### src/rtl/turbo_pkg.sv
// Shared types and constants for the turbo encoder output path.
// Word geometry, packer FSM states and the default code-block length.
package turbo_pkg;

  localparam int PAIRS_PER_WORD  = 4;
  localparam int WORD_W          = 8;
  localparam int DEF_BLOCK_PAIRS = 6150;

  typedef enum logic [1:0] {
    IDLE,
    PACK,
    FLUSH
  } state_e;

endpackage

### src/rtl/turbo_word_fifo.sv
// Word FIFO for the output packer: {last, data} entries,
// wrap-bit pointers, output taken straight from the storage flops.
module turbo_word_fifo #(
  parameter int DEPTH = 16,
  parameter int W     = 9
) (
  input  logic         clk,
  input  logic         rst,
  input  logic         push_i,
  input  logic [W-1:0] data_i,
  input  logic         pop_i,
  output logic [W-1:0] data_o,
  output logic         full_o,
  output logic         empty_o
);

  localparam int AW = $clog2(DEPTH);

  logic [W-1:0] mem_q [DEPTH];
  logic [AW:0]  wr_q, wr_d;
  logic [AW:0]  rd_q, rd_d;
  logic         wr_en, rd_en;

  assign empty_o = (wr_q == rd_q);
  assign full_o  = (wr_q[AW] != rd_q[AW]) &&
                   (wr_q[AW-1:0] == rd_q[AW-1:0]);

  // A pop in the same cycle frees the slot for a push into a full FIFO.
  assign rd_en = pop_i && !empty_o;
  assign wr_en = push_i && (!full_o || rd_en);

  assign wr_d = wr_en ? wr_q + 1'b1 : wr_q;
  assign rd_d = rd_en ? rd_q + 1'b1 : rd_q;

  always_ff @(posedge clk or posedge rst) begin
    if (rst) begin
      wr_q <= '0;
      rd_q <= '0;
    end else begin
      wr_q <= wr_d;
      rd_q <= rd_d;
    end
  end

  always_ff @(posedge clk) begin
    if (wr_en) mem_q[wr_q[AW-1:0]] <= data_i;
  end

  assign data_o = empty_o ? '0 : mem_q[rd_q[AW-1:0]];

endmodule

### src/rtl/turbo_output_packer.sv
// Packs encoder (out0, out1) pairs into bytes, pads the block tail,
// and streams words out through a small FIFO with a block-last flag.
module turbo_output_packer
  import turbo_pkg::*;
#(
  parameter int BLOCK_PAIRS = DEF_BLOCK_PAIRS,
  parameter int FIFO_DEPTH  = 16,
  parameter int CNT_W       = 13
) (
  input  logic              clk,
  input  logic              reset,
  input  logic              enable,
  input  logic              in_valid,
  input  logic              in_out0,
  input  logic              in_out1,
  output logic [WORD_W-1:0] m_data,
  output logic              m_valid,
  output logic              m_last,
  input  logic              m_ready,
  output logic              overflow,
  output logic              blk_done,
  output logic [15:0]       blk_count
);

  localparam int SW = $clog2(PAIRS_PER_WORD);

  state_e            state_q, state_d;
  logic [CNT_W-1:0]  cnt_q, cnt_d;
  logic [WORD_W-1:0] word_q, word_d;
  logic              push_q, push_d;
  logic              ovf_q, ovf_d;
  logic [15:0]       blk_q, blk_d;

  logic              cap, is_last, pop, full, empty;
  logic [SW-1:0]     slot;

  assign cap     = in_valid && enable;
  assign slot    = cnt_q[SW-1:0];
  assign is_last = (cnt_q == CNT_W'(BLOCK_PAIRS - 1));
  assign pop     = m_valid && m_ready;

  always_comb begin
    state_d = state_q;
    cnt_d   = cnt_q;
    word_d  = word_q;
    push_d  = 1'b0;
    blk_d   = blk_q;
    ovf_d   = ovf_q | (push_q && full && !pop);
    if (cap) begin
      // Fresh word starts zeroed so a short tail is padded for free.
      if (slot == '0) word_d = '0;
      word_d[{slot, 1'b0} +: 2] = {in_out1, in_out0};
      cnt_d  = is_last ? '0 : cnt_q + 1'b1;
      push_d = is_last || (slot == SW'(PAIRS_PER_WORD - 1));
    end
    unique case (state_q)
      IDLE, PACK: begin
        if (cap) state_d = is_last ? FLUSH : PACK;
      end
      FLUSH: begin
        blk_d = blk_q + 1'b1;
        if (cap) state_d = is_last ? FLUSH : PACK;
        else     state_d = IDLE;
      end
      default: state_d = IDLE;
    endcase
  end

  always_ff @(posedge clk or posedge reset) begin
    if (reset) begin
      state_q <= IDLE;
      cnt_q   <= '0;
      word_q  <= '0;
      push_q  <= 1'b0;
      ovf_q   <= 1'b0;
      blk_q   <= '0;
    end else begin
      state_q <= state_d;
      cnt_q   <= cnt_d;
      word_q  <= word_d;
      push_q  <= push_d;
      ovf_q   <= ovf_d;
      blk_q   <= blk_d;
    end
  end

  turbo_word_fifo #(
    .DEPTH (FIFO_DEPTH),
    .W     (WORD_W + 1)
  ) u_fifo (
    .clk     (clk),
    .rst     (reset),
    .push_i  (push_q),
    .data_i  ({state_q == FLUSH, word_q}),
    .pop_i   (pop),
    .data_o  ({m_last, m_data}),
    .full_o  (full),
    .empty_o (empty)
  );

  assign m_valid   = !empty;
  assign overflow  = ovf_q;
  assign blk_done  = (state_q == FLUSH);
  assign blk_count = blk_q;

endmodule

### config.mk
export PLATFORM = sky130hd
export DESIGN_NAME = turbo_output_packer
export DESIGN_NICKNAME = d
export VERILOG_FILES = /design/src/rtl/turbo_pkg.sv /design/src/rtl/turbo_word_fifo.sv /design/src/rtl/turbo_output_packer.sv
export SDC_FILE = /design/constraint.sdc
export NUM_CORES = 1
export LEC_CHECK = 0
export CORE_ASPECT_RATIO = 1.75
export CORE_MARGIN = 5
export CORE_UTILIZATION = 29
export CTS_CLUSTER_SIZE = 20
export DETAILED_ROUTE_END_ITERATION = 6
export PLACE_DENSITY = 0.52
export RECOVER_POWER = 25
export SLEW_MARGIN = 10
export SYNTH_ARGS = -nofsm -noshare
export SYNTH_HDL_FRONTEND = slang
export SYNTH_SLANG_ARGS = --single-unit
### constraint.sdc
create_clock -name clk -period 1.7 [get_ports clk]
set_input_delay 0.17 -clock clk [delete_from_list [all_inputs] [get_ports clk]]
set_output_delay 0.17 -clock clk [all_outputs]
set_load 0.005 [all_outputs]
# After elaboration in Yosys (flattened, before gate mapping)
# Memories as Yosys holds them, arrays and structs flattened.
# Cells that the tools add are included.
# word_totals
ff_bits	51
mem_bits_rw	144
out_inout_bits	28
wordCells	52
n_memories	1
# classes
add_sub_neg	5
n_eq_ne	8
shifts	2
mux	12
bitwise_logic	1
reduce_logical	15
# memory_table
memory	depth	word_bits	rd	rd_clocked_by_memory_dff	wr	line_no	source
u_fifo.mem_q	16	9	1	0	1	turbo_word_fifo.sv:19	logic [W-1:0] mem_q [DEPTH];
# ops
cell	count
16-bit by 1-bit adder with 16-bit output (second input constant)	1
8-bit two-way mux	2
13-bit by 1-bit adder with 13-bit output (second input constant)	1
13-bit == test (second input constant)	1
13-bit two-way mux	1
5-bit by 1-bit adder with 5-bit output (second input constant)	2
9-bit two-way mux	1
8-bit bitwise mux	1
2-bit by 5-bit variable shift with 8-bit output (first input constant)	1
2-bit by 5-bit indexed part select with 8-bit output	1
1-bit logical AND	7
2-bit two-way mux	3
5-bit == test	1
3-bit negator with 5-bit output	1
2-bit == test (second input constant)	2
4-bit == test	1
2-bit logical NOT	2
2-bit case mux with 2 select lines	1
1-bit logical NOT	3
1-bit two-way mux	3
2-bit by 1-bit == test with 1-bit output (second input constant)	1
1-bit logical OR	2
2-bit inequality test (second input constant)	1
2-bit OR reduction	1
2 further kinds	2

# Logic depth before layout (Yosys ltp)
# Gate-level depths: netlist (run 1).
# logic_depth
depth_word	8
ltp_mapped	6
depth_no_buf	5

# Modules after synthesis
# From an unflattened synthesis (run 1), not the netlist that was laid out.
# hier_totals
hier_cells	457
hier_area_um2	8111.5
# modules_own_cells
module	n_inst	cells_each	area_each_um2
turbo_word_fifo	1	294	6165.9
turbo_output_packer	1	163	1945.6

# Worst setup path before layout (run 1)
# Ideal clock, no wire load.
# synth_path
path_kind	register -> register
from	reg u_fifo.wr_q[2]
to	mem u_fifo.mem_q[11][0], enable pin
setup_ns	0.337
arrival_time_ns	1.546
path_slack_ns	-0.184
path_stages_with_launch	7
period_less_slack_ns	1.884
cell_sequence	dfrtp_1 buf_4 xnor2_1 and4_1 a21boi_4 buf_4 and3_1
# synth_between
elab_chain_len	8
elab_cells_between_ends	11
cone_classes	2 x eq/ne; 2 x mux; 7 x reduce/logical
# synth_lines
item	line_no	source
start, declared	turbo_word_fifo.sv:20	logic [AW:0] wr_q, wr_d;
start signal, assigned	turbo_word_fifo.sv:40	wr_q <= wr_d;
5-bit == test	turbo_word_fifo.sv:24	assign empty_o = (wr_q == rd_q);
1-bit logical NOT	turbo_word_fifo.sv:29, turbo_output_packer.sv:101	
1-bit logical AND	turbo_output_packer.sv:40	assign pop = m_valid && m_ready;
1-bit logical AND	turbo_word_fifo.sv:29	assign rd_en = pop_i && !empty_o;
1-bit logical OR	turbo_word_fifo.sv:30	assign wr_en = push_i && (!full_o || rd_en);
1-bit logical AND	turbo_word_fifo.sv:30	
1-bit two-way mux	turbo_word_fifo.sv:46	if (wr_en) mem_q[wr_q[AW-1:0]] <= data_i;
1-bit two-way mux (implied by the code)	turbo_word_fifo.sv:46	
end, declared	turbo_word_fifo.sv:19	
# Parallel ways exist; a longest one is shown, timed or not.

# Worst setup path after layout (run 1)
# layout_path
from	reg u_fifo.rd_q[0]
to	out m_data[6]
# layout_between
elab_chain_len	2
elab_cells_between_ends	3
cone_classes	1 x eq/ne; 1 x mux; 1 x memory
# layout_lines
item	line_no	source
start, declared	turbo_word_fifo.sv:21	logic [AW:0] rd_q, rd_d;
start signal, assigned	turbo_word_fifo.sv:41	rd_q <= rd_d;
memory 16 x 9 bit / 5-bit == test (equally long branches)	--	
9-bit two-way mux (*)	turbo_word_fifo.sv:49	assign data_o = empty_o ? '0 : mem_q[rd_q[AW-1:0]];
end, declared	turbo_output_packer.sv:16	output logic [WORD_W-1:0] m_data,
# Every way passes the cells marked *; elsewhere a longest branch is shown, timed or not.

==> results of run 1 <==
-- area by class of cell --
type	count	area (sq um)	share of cell area
tap	373	466.7	0.04272
clock buffer	17	425.4	0.03894
timing repair buffer	133	1458	0.1334
inverter	14	57.56	0.005268
multi-input combinational	245	2760	0.2526
clock inverter	13	153.9	0.01409
sequential	195	5604	0.5129
-- sequential cells by signal, indices dropped and copies added, names as in the netlist --
signal        cells
blk_count        16
cnt_q            13
overflow          1
push_q            1
state_q           2
u_fifo.mem_q    144
u_fifo.rd_q       5
u_fifo.wr_q       5
word_q            8
-- worst min path at each step --
| stage | startpoint | cells after the start | slack (ps) | endpoint |
|---|---|---|---|---|
| finish | in_out0 | 2 | 450 | word_q[2] |
| global route | in_out0 | 2 | 460 | word_q[6] |
| CTS | in_out0 | 2 | 430 | word_q[2] |
| detailed placement | reset | 2 | 390 | blk_count[8] |
| global placement | reset | 2 | 380 | blk_count[9] |
| floorplan | in_out0 | 1 | 300 | word_q[0] |
-- logic make-up (layout without fill, tap and decap cells) --
group	Yosys count	after routing
xor gates and xnor gates	39	39
buffers and inverters	33	177
muxes	40	40
adders and majority gates	13	13
DFF	195	195
and+or+nand+nor	93	102
AOI/OAI and AO/OA	51	51
-- metrics by stage --
stage	total power, mW	instances
floorplan	8.658	464
global placement	10.82	916
detailed placement	10.95	916
CTS	16.31	984
global route	17.19	990
finish	16.43	990
-- cell usage in the layout (no fill, tap or decap), drive strengths merged, types with 2 or more instances in the layout --
| cell | synthesis | final |
|---|---|---|
| nor3 | 3 | 3 |
| nor2b | 4 | 4 |
| mux4 | 36 | 36 |
| inv | 14 | 19 |
| nor2 | 17 | 17 |
| a22o | 8 | 8 |
| and2 | 3 | 3 |
| a22oi | 18 | 18 |
| and4 | 4 | 4 |
| a21oi | 12 | 12 |
| clkdlybuf4s50 | 0 | 22 |
| ha | 13 | 13 |
| mux2 | 4 | 4 |
| nand3 | 5 | 5 |
| clkinv | 0 | 5 |
| and3 | 13 | 22 |
| dlygate4sd3 | 0 | 2 |
| buf | 16 | 106 |
| o211ai | 3 | 3 |
| dfrtp | 51 | 51 |
| clkbuf | 3 | 19 |
| nor4 | 5 | 5 |
| o21ai | 4 | 4 |
| nor4b | 2 | 2 |
| bufinv | 0 | 2 |
| nand4 | 11 | 11 |
| and4b | 4 | 4 |
| nand2 | 16 | 16 |
| edfxtp | 144 | 144 |
| o2111ai | 2 | 2 |
| or2 | 2 | 2 |
| xnor2 | 27 | 27 |
| xor2 | 12 | 12 |
-- worst max-delay path, stage by stage, from the launching register on --
cell     delay, ps
dfrtp_2        410
buf_12         140
buf_12         120
buf_6           90
mux4_2         500
a22oi_2        190
buf_4          140
a21oi_2         40
buf_2          130
-- power breakdown --
group	switching, mW	internal, mW	total (mW)
clock network	1.79	2.19	3.98
logic	2.89	3.47	6.36
registers	0.477	5.62	6.09
total	5.15	11.3	16.4
-- timing repair --
action	CTS	global route
resized for setup	118	37
hold endpoints to repair	4	0
pin swaps	23	20
setup endpoints to repair	165	176
buffers inserted	23	10
gates cloned	14	1
hold buffers	1	0
-- metal layers --
metal,wire length [um],vias up,global-route usage,part of all wire
li1,-,2133,-,-
met1,7290,2444,0.1439,0.35
met2,12320,108,0.2657,0.59
met3,553,32,0.02645,0.027
met4,546,0,0.05306,0.026
met5,0,-,0,0
==> summary.txt, run 1 <==
total negative setup slack = -90860 ps
top_reg_cell synth = edfxtp_1
main area contributors after synthesis = edfxtp_1 (53%), dfrtp_1 (16%), mux4_1 (7.7%), mux4_2 (3.3%), xnor2_1 (2.9%)
library cells used by synthesis = 52
Max Fclk = 0.4204 GHz
total clock buffers created by CTS = 17
worst setup path endpoint = m_data[6]
VDD IR-drop max = 0.7047 mV
setup-violating endpoint count in the final report = 165
FFs w/ async S/R, synth = 0.2615
number of design-rule violations left by the first detailed-router iteration = 176
final critical-path required period = 2378 ps
share of synthesized cell area in full adder, half adder and majority cells = 0.01992
final cycle utilization of the critical path = 1.399
Worst Path Required = 1530 ps
global router's overall resource usage = 0.1379
Worst Path Max Fanout = 6
clock tree root buffer cell = clkbuf_16
Layout fillers = 2577
most frequent cell after synthesis = edfxtp_1
H-tree depth reported by CTS = 4
estimated wirelength of the detail-placed design = 13.01 mm
Max Clock Skew = 9.680 ps
sequential fraction of the synthesis area = 0.6859
Yosys top cell by area = edfxtp_1
routed len/inst = 20.92 um
RR Endpoint = u_fifo.mem_q[7][3]
syn nets = 484
per-instance average area after synthesis = 17.60 sq um
critical path start-end classification = reg2out
synthesized-area fraction occupied by and/or/nand/nor cells = 0.06804
vias in the first global route = 5238
Crit. End Element = output pin
number of rows created at floorplan = 81
Lkg Pwr = 3.975 nW
Critical Path Start = u_fifo.rd_q[0]
starting utilization of the core area = 0.2930
hold slack = 450.0 ps
number of nets at the end of the flow = 626
wire length of the first global-routing pass = 32.16 mm
Commonest cells post-synth = edfxtp_1 (144), dfrtp_1 (51), xnor2_1 (27)
unrepaired setup endpoints after global routing = yes
depth of the worst register-to-register path = 10
share of layout cells above drive strength 1 = 0.4100
failing checks = setup timing
horizontal die dimension = 136.8 um
startpoint types = register
residual overflow from global routing = 0
Std-Cell Core Area = 27870 sq um
Die Height = 232.0 um
Num Clock Sinks = 195
instance count of the mapped netlist = 464
EDFF count, synth = 144
area share of the largest cell type after synthesis = 0.5296
Post-Place Cell Area = 9585 sq um
number of warnings reported in the yosys synthesis log = 0
number of register bits inferred by synthesis = 195
weighted congestion reported at the end of routability-driven placement = 0.7566
max-capacitance violation count = 0
Hold/Removal Path Class = in2reg
final critical-path setup slack = -678.4 ps
Hold Violations, Final = 0
r2r startpoint = u_fifo.rd_q[0]
mux cell area share after synthesis = 0.1158
vias per std cell = 4.765
total routed wirelength = 20.71 mm
area share of xor/xnor cells in the synthesized design = 0.04183
Post-Layout Inst Area = 10930 sq um
power per standard cell area = 1504 nW/um^2
post-synthesis cell area = 8165 sq um
CTS max path bufs = 2
max-slew violation total from the final report = 0
Pre-Repair DR Iteration Count = 4
area fraction in compound gates after synthesis = 0.04597
number of inserted diodes = 0
Die ar. = 31740 sq um
initial antenna violation count = 0
CTS tree = yes
transition time of the tightest slew-check pin = 809.5 ps
number of port buffers = 34
Clk pin slew, worst setup/hold paths = 70 ps
placement-stage worst setup slack = -537.9 ps
Finished Core Util = 0.3920
main combinational cell family by area after synthesis = multiplexers
worst setup slack for register-to-register paths = -630 ps
number of vias after detailed routing = 4717
Post-DRT Antenna Nets = 0
number of placed I/O pins = 35
count of unresolved DRC violations after routing = 0
normalized max-slew margin = 0.4604
result of the run = finished, violations left
worst skew pair latency = 440 ps
Crit path arrival time = 2210 ps
Syn-to-layout area delta = 33.80%
largest net degree at the start of global routing = 48
Power figures use the tool's default switching activity.
==> run 2: changes to the inputs <==
--- a/config.mk
+++ b/config.mk
@@ -5,9 +5,10 @@
 export SDC_FILE = /design/constraint.sdc
 export NUM_CORES = 1
 export LEC_CHECK = 0
-export CORE_ASPECT_RATIO = 1.75
+export CORE_ASPECT_RATIO = 1.1
 export CORE_MARGIN = 5
 export CORE_UTILIZATION = 29
+export CTS_CLUSTER_DIAMETER = 120
 export CTS_CLUSTER_SIZE = 20
 export DETAILED_ROUTE_END_ITERATION = 6
 export PLACE_DENSITY = 0.52
==> summary.txt, run 2 (synthesis gave the netlist of run 1 again) <==
critical path start-end classification = reg2out
Syn-to-layout area delta = 30.59%
startpoint types = register
leading cell types in the layout, fill and taps excluded = edfxtp_1 (144), buf_4 (57), dfrtp_1 (50)
number of placed I/O pins = 35
Die ar. = 31620 sq um
Std-Cell Core Area = 27790 sq um
transition time of the tightest slew-check pin = 785.9 ps
number of nets at the end of the flow = 613
Pre-Repair DR Iteration Count = 4
clock tree root buffer cell = clkbuf_16
estimated wirelength of the detail-placed design = 12.00 mm
Post-Place Cell Area = 9618 sq um
r2r startpoint = u_fifo.rd_q[0]
total clock buffers created by CTS = 17
result of the run = finished, violations left
number of port buffers = 34
Max Clock Skew = 16.12 ps
Crit path arrival time = 2140 ps
vias in the first global route = 5105
weighted congestion reported at the end of routability-driven placement = 0.7764
Post-Layout Inst Area = 10660 sq um
Critical Path Start = u_fifo.rd_q[0]
residual overflow from global routing = 0
CTS hold repair buffers = 0
number of inserted diodes = 0
routed len/inst = 19.77 um
Worst Path Max Fanout = 5
Num Clock Sinks = 195
CP cell instances = buf_4 -> xnor2_4 -> nand4_4 -> nor2_4 -> buf_12 -> inv_1 -> clkdlybuf4s50_1
share of layout cells above drive strength 1 = 0.3911
Post-DRT Antenna Nets = 0
Lkg Pwr = 3.861 nW
starting utilization of the core area = 0.2939
total negative setup slack = -70420 ps
total routed wirelength = 19.16 mm
largest net degree at the start of global routing = 22
Die Height = 186.0 um
final critical-path required period = 2309 ps
most frequent standard cell in the layout excluding fill and tap cells = edfxtp_1
global router's overall resource usage = 0.1257
worst skew pair latency = 430 ps
hold slack = 325.6 ps
Clk pin slew, worst setup/hold paths = 80 ps
Finished Core Util = 0.3837
setup-violating endpoint count in the final report = 160
count of unresolved DRC violations after routing = 0
Placed Instances = 907
Hold/Removal Path Class = in2async
cell with the largest stage delay on the worst path = dfrtp_2
normalized max-slew margin = 0.4755
Max Fclk = 0.4331 GHz
wire length of the first global-routing pass = 29.99 mm
max-capacitance violation count = 0
number of vias after detailed routing = 4660
Worst Path Required = 1530 ps
max FFs per register = 144
max-slew violation total from the final report = 0
Finished Layout Cells = 969
failing checks = setup timing
number of design-rule violations left by the first detailed-router iteration = 230
CTS max path bufs = 2
power per standard cell area = 1498 nW/um^2
delay contributed by the slowest stage of the critical path = 490 ps
number of rows created at floorplan = 64
H-tree depth reported by CTS = 4
post-route total power = 15.97 mW
Hold Violations, Final = 0
initial antenna violation count = 0
final cycle utilization of the critical path = 1.358
CTS tree = yes
Crit. End Element = output pin
VDD IR-drop max = 0.8382 mV
unrepaired setup endpoints after global routing = yes
vias per std cell = 4.809
final critical-path setup slack = -608.7 ps
horizontal die dimension = 170.0 um
placement-stage worst setup slack = -589.7 ps
run 2: cell count changes in the layout (fill, tap and decap cells not counted), moves of 3 or more:
cell / before / now
buf_6: 17 / 3
clkinv_8: 0 / 6
buf_4: 52 / 57
mux4_1: 7 / 2
mux4_2: 29 / 34
a21oi_1: 2 / 5
a22oi_1: 3 / 0
a22oi_2: 15 / 18
run 2: worst max-delay path, delay by kind of cell (launching register included):
| kind | cells | cell delay (ps) |
|---|---|---|
| and+or+nand+nor | 2 | 260 |
| buffers and inverters | 4 | 780 |
| DFF | 1 | 490 |
| xor gates and xnor gates | 1 | 180 |
run 2: timing repair:
item	4_1_cts	5_1_grt
endpoints found under the setup margin	160	169
setup buffers	18	2
pin swaps	26	12
gates resized for setup	100	15
gates cloned	12	0
run 2: layout make-up:
class | instances | area [sq um]
Inverter | 14 | 52.55
Sequential cell | 195 | 5602
Tap cell | 363 | 454.2
Clock buffer | 18 | 429.2
Clock inverter | 14 | 182.7
Multi-Input combinational cell | 245 | 2681
Fill cell | 2537 | 17120
Timing Repair Buffer | 120 | 1261
run 2: path summary, 6_finish.rpt:
path                                  end  slack, ps  cells after the start
setup / recovery                  m_valid       -610                      7
hold / removal             u_fifo.rd_q[1]        330                      2
setup reg to reg           u_fifo.wr_q[1]       -570                      9
hold reg to reg             blk_count[15]        490                      1
max in group asynchronous   blk_count[13]        420                      3
min in group clk                word_q[5]        470                      2
run 2: power breakdown:
| part | internal [mW] | switching [mW] | leakage [nW] |
|---|---|---|---|
| logic | 3.10 | 2.72 | 1.55 |
| registers | 5.61 | 0.518 | 2.02 |
| clock network | 2.02 | 2.02 | 0.295 |
| total | 10.7 | 5.25 | 3.86 |
run 2: routing by layer:
metal,GRT usage,routed length (um),vias to the layer above
li1,-,-,2096
met1,0.1679,8562,2444
met2,0.2098,9522,103
met3,0.02761,856,17
met4,0.03227,216,0
met5,0,0,-
==> run 3: changes to the inputs <==
--- a/config.mk
+++ b/config.mk
@@ -7,11 +7,12 @@
 export LEC_CHECK = 0
 export CORE_ASPECT_RATIO = 1.1
 export CORE_MARGIN = 5
-export CORE_UTILIZATION = 29
+export CORE_UTILIZATION = 45
+export CTS_BUF_LIST = sky130_fd_sc_hd__clkbuf_2
 export CTS_CLUSTER_DIAMETER = 120
 export CTS_CLUSTER_SIZE = 20
 export DETAILED_ROUTE_END_ITERATION = 6
-export PLACE_DENSITY = 0.52
+export PLACE_DENSITY = 0.7
 export RECOVER_POWER = 25
 export SLEW_MARGIN = 10
 export SYNTH_ARGS = -nofsm -noshare
==> summary.txt, run 3 (synthesis gave the netlist of run 1 again) <==
Pre-Repair DR Iteration Count = 5
startpoint types = register
transition time of the tightest slew-check pin = 1248 ps
share of layout cells above drive strength 1 = 0.4354
final critical-path setup slack = -1002 ps
GR Util met3 = 0.04705
delay contributed by the slowest stage of the critical path = 530 ps
wire length of the first global-routing pass = 29.63 mm
CP cell instances = buf_12 -> buf_12 -> buf_6 -> mux4_2 -> a22oi_2 -> a21oi_2 -> buf_2
initial antenna violation count = 1
Post-DRT Antenna Nets = 0
residual overflow from global routing = 0
max-slew violation total from the final report = 0
GRT Max-Usage Layer = met2
number of port buffers = 34
Die ar. = 20940 sq um
global-route track usage on met2 = 0.3032
number of vias after detailed routing = 4896
Die Height = 151.3 um
vias per std cell = 5.654
Worst Path Max Fanout = 5
cell with the largest stage delay on the worst path = dfrtp_2
CTS max path bufs = 2
Worst Path Required = 1530 ps
Max Clock Skew = 23.17 ps
setup-violating endpoint count in the final report = 165
normalized max-slew margin = 0.1681
Lkg Pwr = 3.864 nW
Hold Violations, Final = 0
H-tree depth reported by CTS = 4
Hold/Removal Path Class = in2reg
total clock buffers created by CTS = 17
combined area of the multi-input logic cells = 2763 sq um
estimated wirelength of the detail-placed design = 10.35 mm
flip-flop and latch area = 5603 sq um
worst skew pair latency = 750 ps
critical path start-end classification = reg2out
most frequent standard cell in the layout excluding fill and tap cells = edfxtp_1
number of placed I/O pins = 35
max-capacitance violation count = 0
CTS tree = yes
Clk pin slew, worst setup/hold paths = 250 ps
result of the run = finished, violations left
weighted congestion reported at the end of routability-driven placement = 0.8186
number of design-rule violations left by the first detailed-router iteration = 369
final cycle utilization of the critical path = 1.589
vias in the first global route = 5088
power per standard cell area = 1383 nW/um^2
total routed wirelength = 18.82 mm
Syn-to-layout area delta = 26.74%
unrepaired setup endpoints after global routing = yes
Post-Place Cell Area = 9289 sq um
horizontal die dimension = 138.4 um
Critical Path Most Common Cell = buf_12
failing checks = setup timing
Max Fclk = 0.3701 GHz
VDD IR-drop max = 0.7250 mV
routed len/inst = 21.73 um
number of rows created at floorplan = 51
final critical-path required period = 2702 ps
Crit path arrival time = 2530 ps
Crit. End Element = output pin
placement-stage worst setup slack = -537.9 ps
largest net degree at the start of global routing = 52
Post-Layout Inst Area = 10350 sq um
count of unresolved DRC violations after routing = 0
GRT met1 Usage = 0.2533
global router's overall resource usage = 0.1866
Layout fillers = 1320
Num Clock Sinks = 195
clock tree root buffer cell = clkbuf_2
starting utilization of the core area = 0.4586
max FFs per register = 144
Std-Cell Core Area = 17800 sq um
leading cell types in the layout, fill and taps excluded = edfxtp_1 (144), buf_4 (61), dfrtp_1 (49)
number of nets at the end of the flow = 634
-- run 3: cell type report --
type / count / area share
Inverter: 14 / 0.005078
Timing Repair Buffer: 139 / 0.1336
Sequential cell: 195 / 0.5414
Clock buffer: 18 / 0.008705
Antenna cell: 1 / 0.0002418
Multi-Input combinational cell: 247 / 0.2670
Clock inverter: 14 / 0.01523
Tap cell: 238 / 0.02878
-- run 3: path summary, 6_finish.rpt --
| check | from | end | slack [ps] | cells past startpoint |
|---|---|---|---|---|
| worst max register to register | u_fifo.rd_q[0] | u_fifo.mem_q[7][3] | -840 | 12 |
| worst min-delay path | in_out0 | word_q[0] | 120 | 2 |
| worst max-delay path | u_fifo.rd_q[0] | m_data[3] | -1000 | 7 |
| min in group asynchronous | reset | cnt_q[3] | 790 | 4 |
| worst min register to register | blk_count[5] | blk_count[5] | 530 | 1 |
| max in group asynchronous | reset | blk_count[6] | 80 | 4 |
-- run 3: metrics by stage --
step	hold WS [ps]	total power, mW	util	setup TNS, ps	std cells
detailed placement	478.1	10.65	0.5218	-44610	769
finish	116.1	14.31	0.5813	-116440	866
global placement	464.7	10.55	0.5218	-42210	769
floorplan	302.5	8.658	-	-292.9	464
global route	42.05	15.03	0.5813	-126910	866
CTS	49.34	14.24	0.5780	-67390	858
-- run 3: layer usage --
layer  share of wire  routed length [um]
met3           0.068                1283
met2            0.50                9372
met4           0.018                 330
met1            0.42                7831
met5               0                   0
-- run 3: critical path, delay by kind of cell, from the launching register on --
kind | cells | cell delay [ps]
flip-flops | 1 | 530
AO/OA/AOI/OAI | 2 | 290
buffers and inverters | 4 | 470
multiplexers | 1 | 500
-- run 3: power by group --
group	internal, mW	switching [mW]
registers	5.61	0.546
clock network	0.702	1.58
logic	3.08	2.79
total	9.40	4.91
-- run 3: repair_timing --
item | CTS | global route
setup endpoints to repair | 177 | 190
hold buffers | 1 | 0
hold endpoints to repair | 51 | 0
gates cloned | 18 | 1
gates resized for setup | 167 | 49
pin swaps | 40 | 19
buffers inserted | 40 | 16
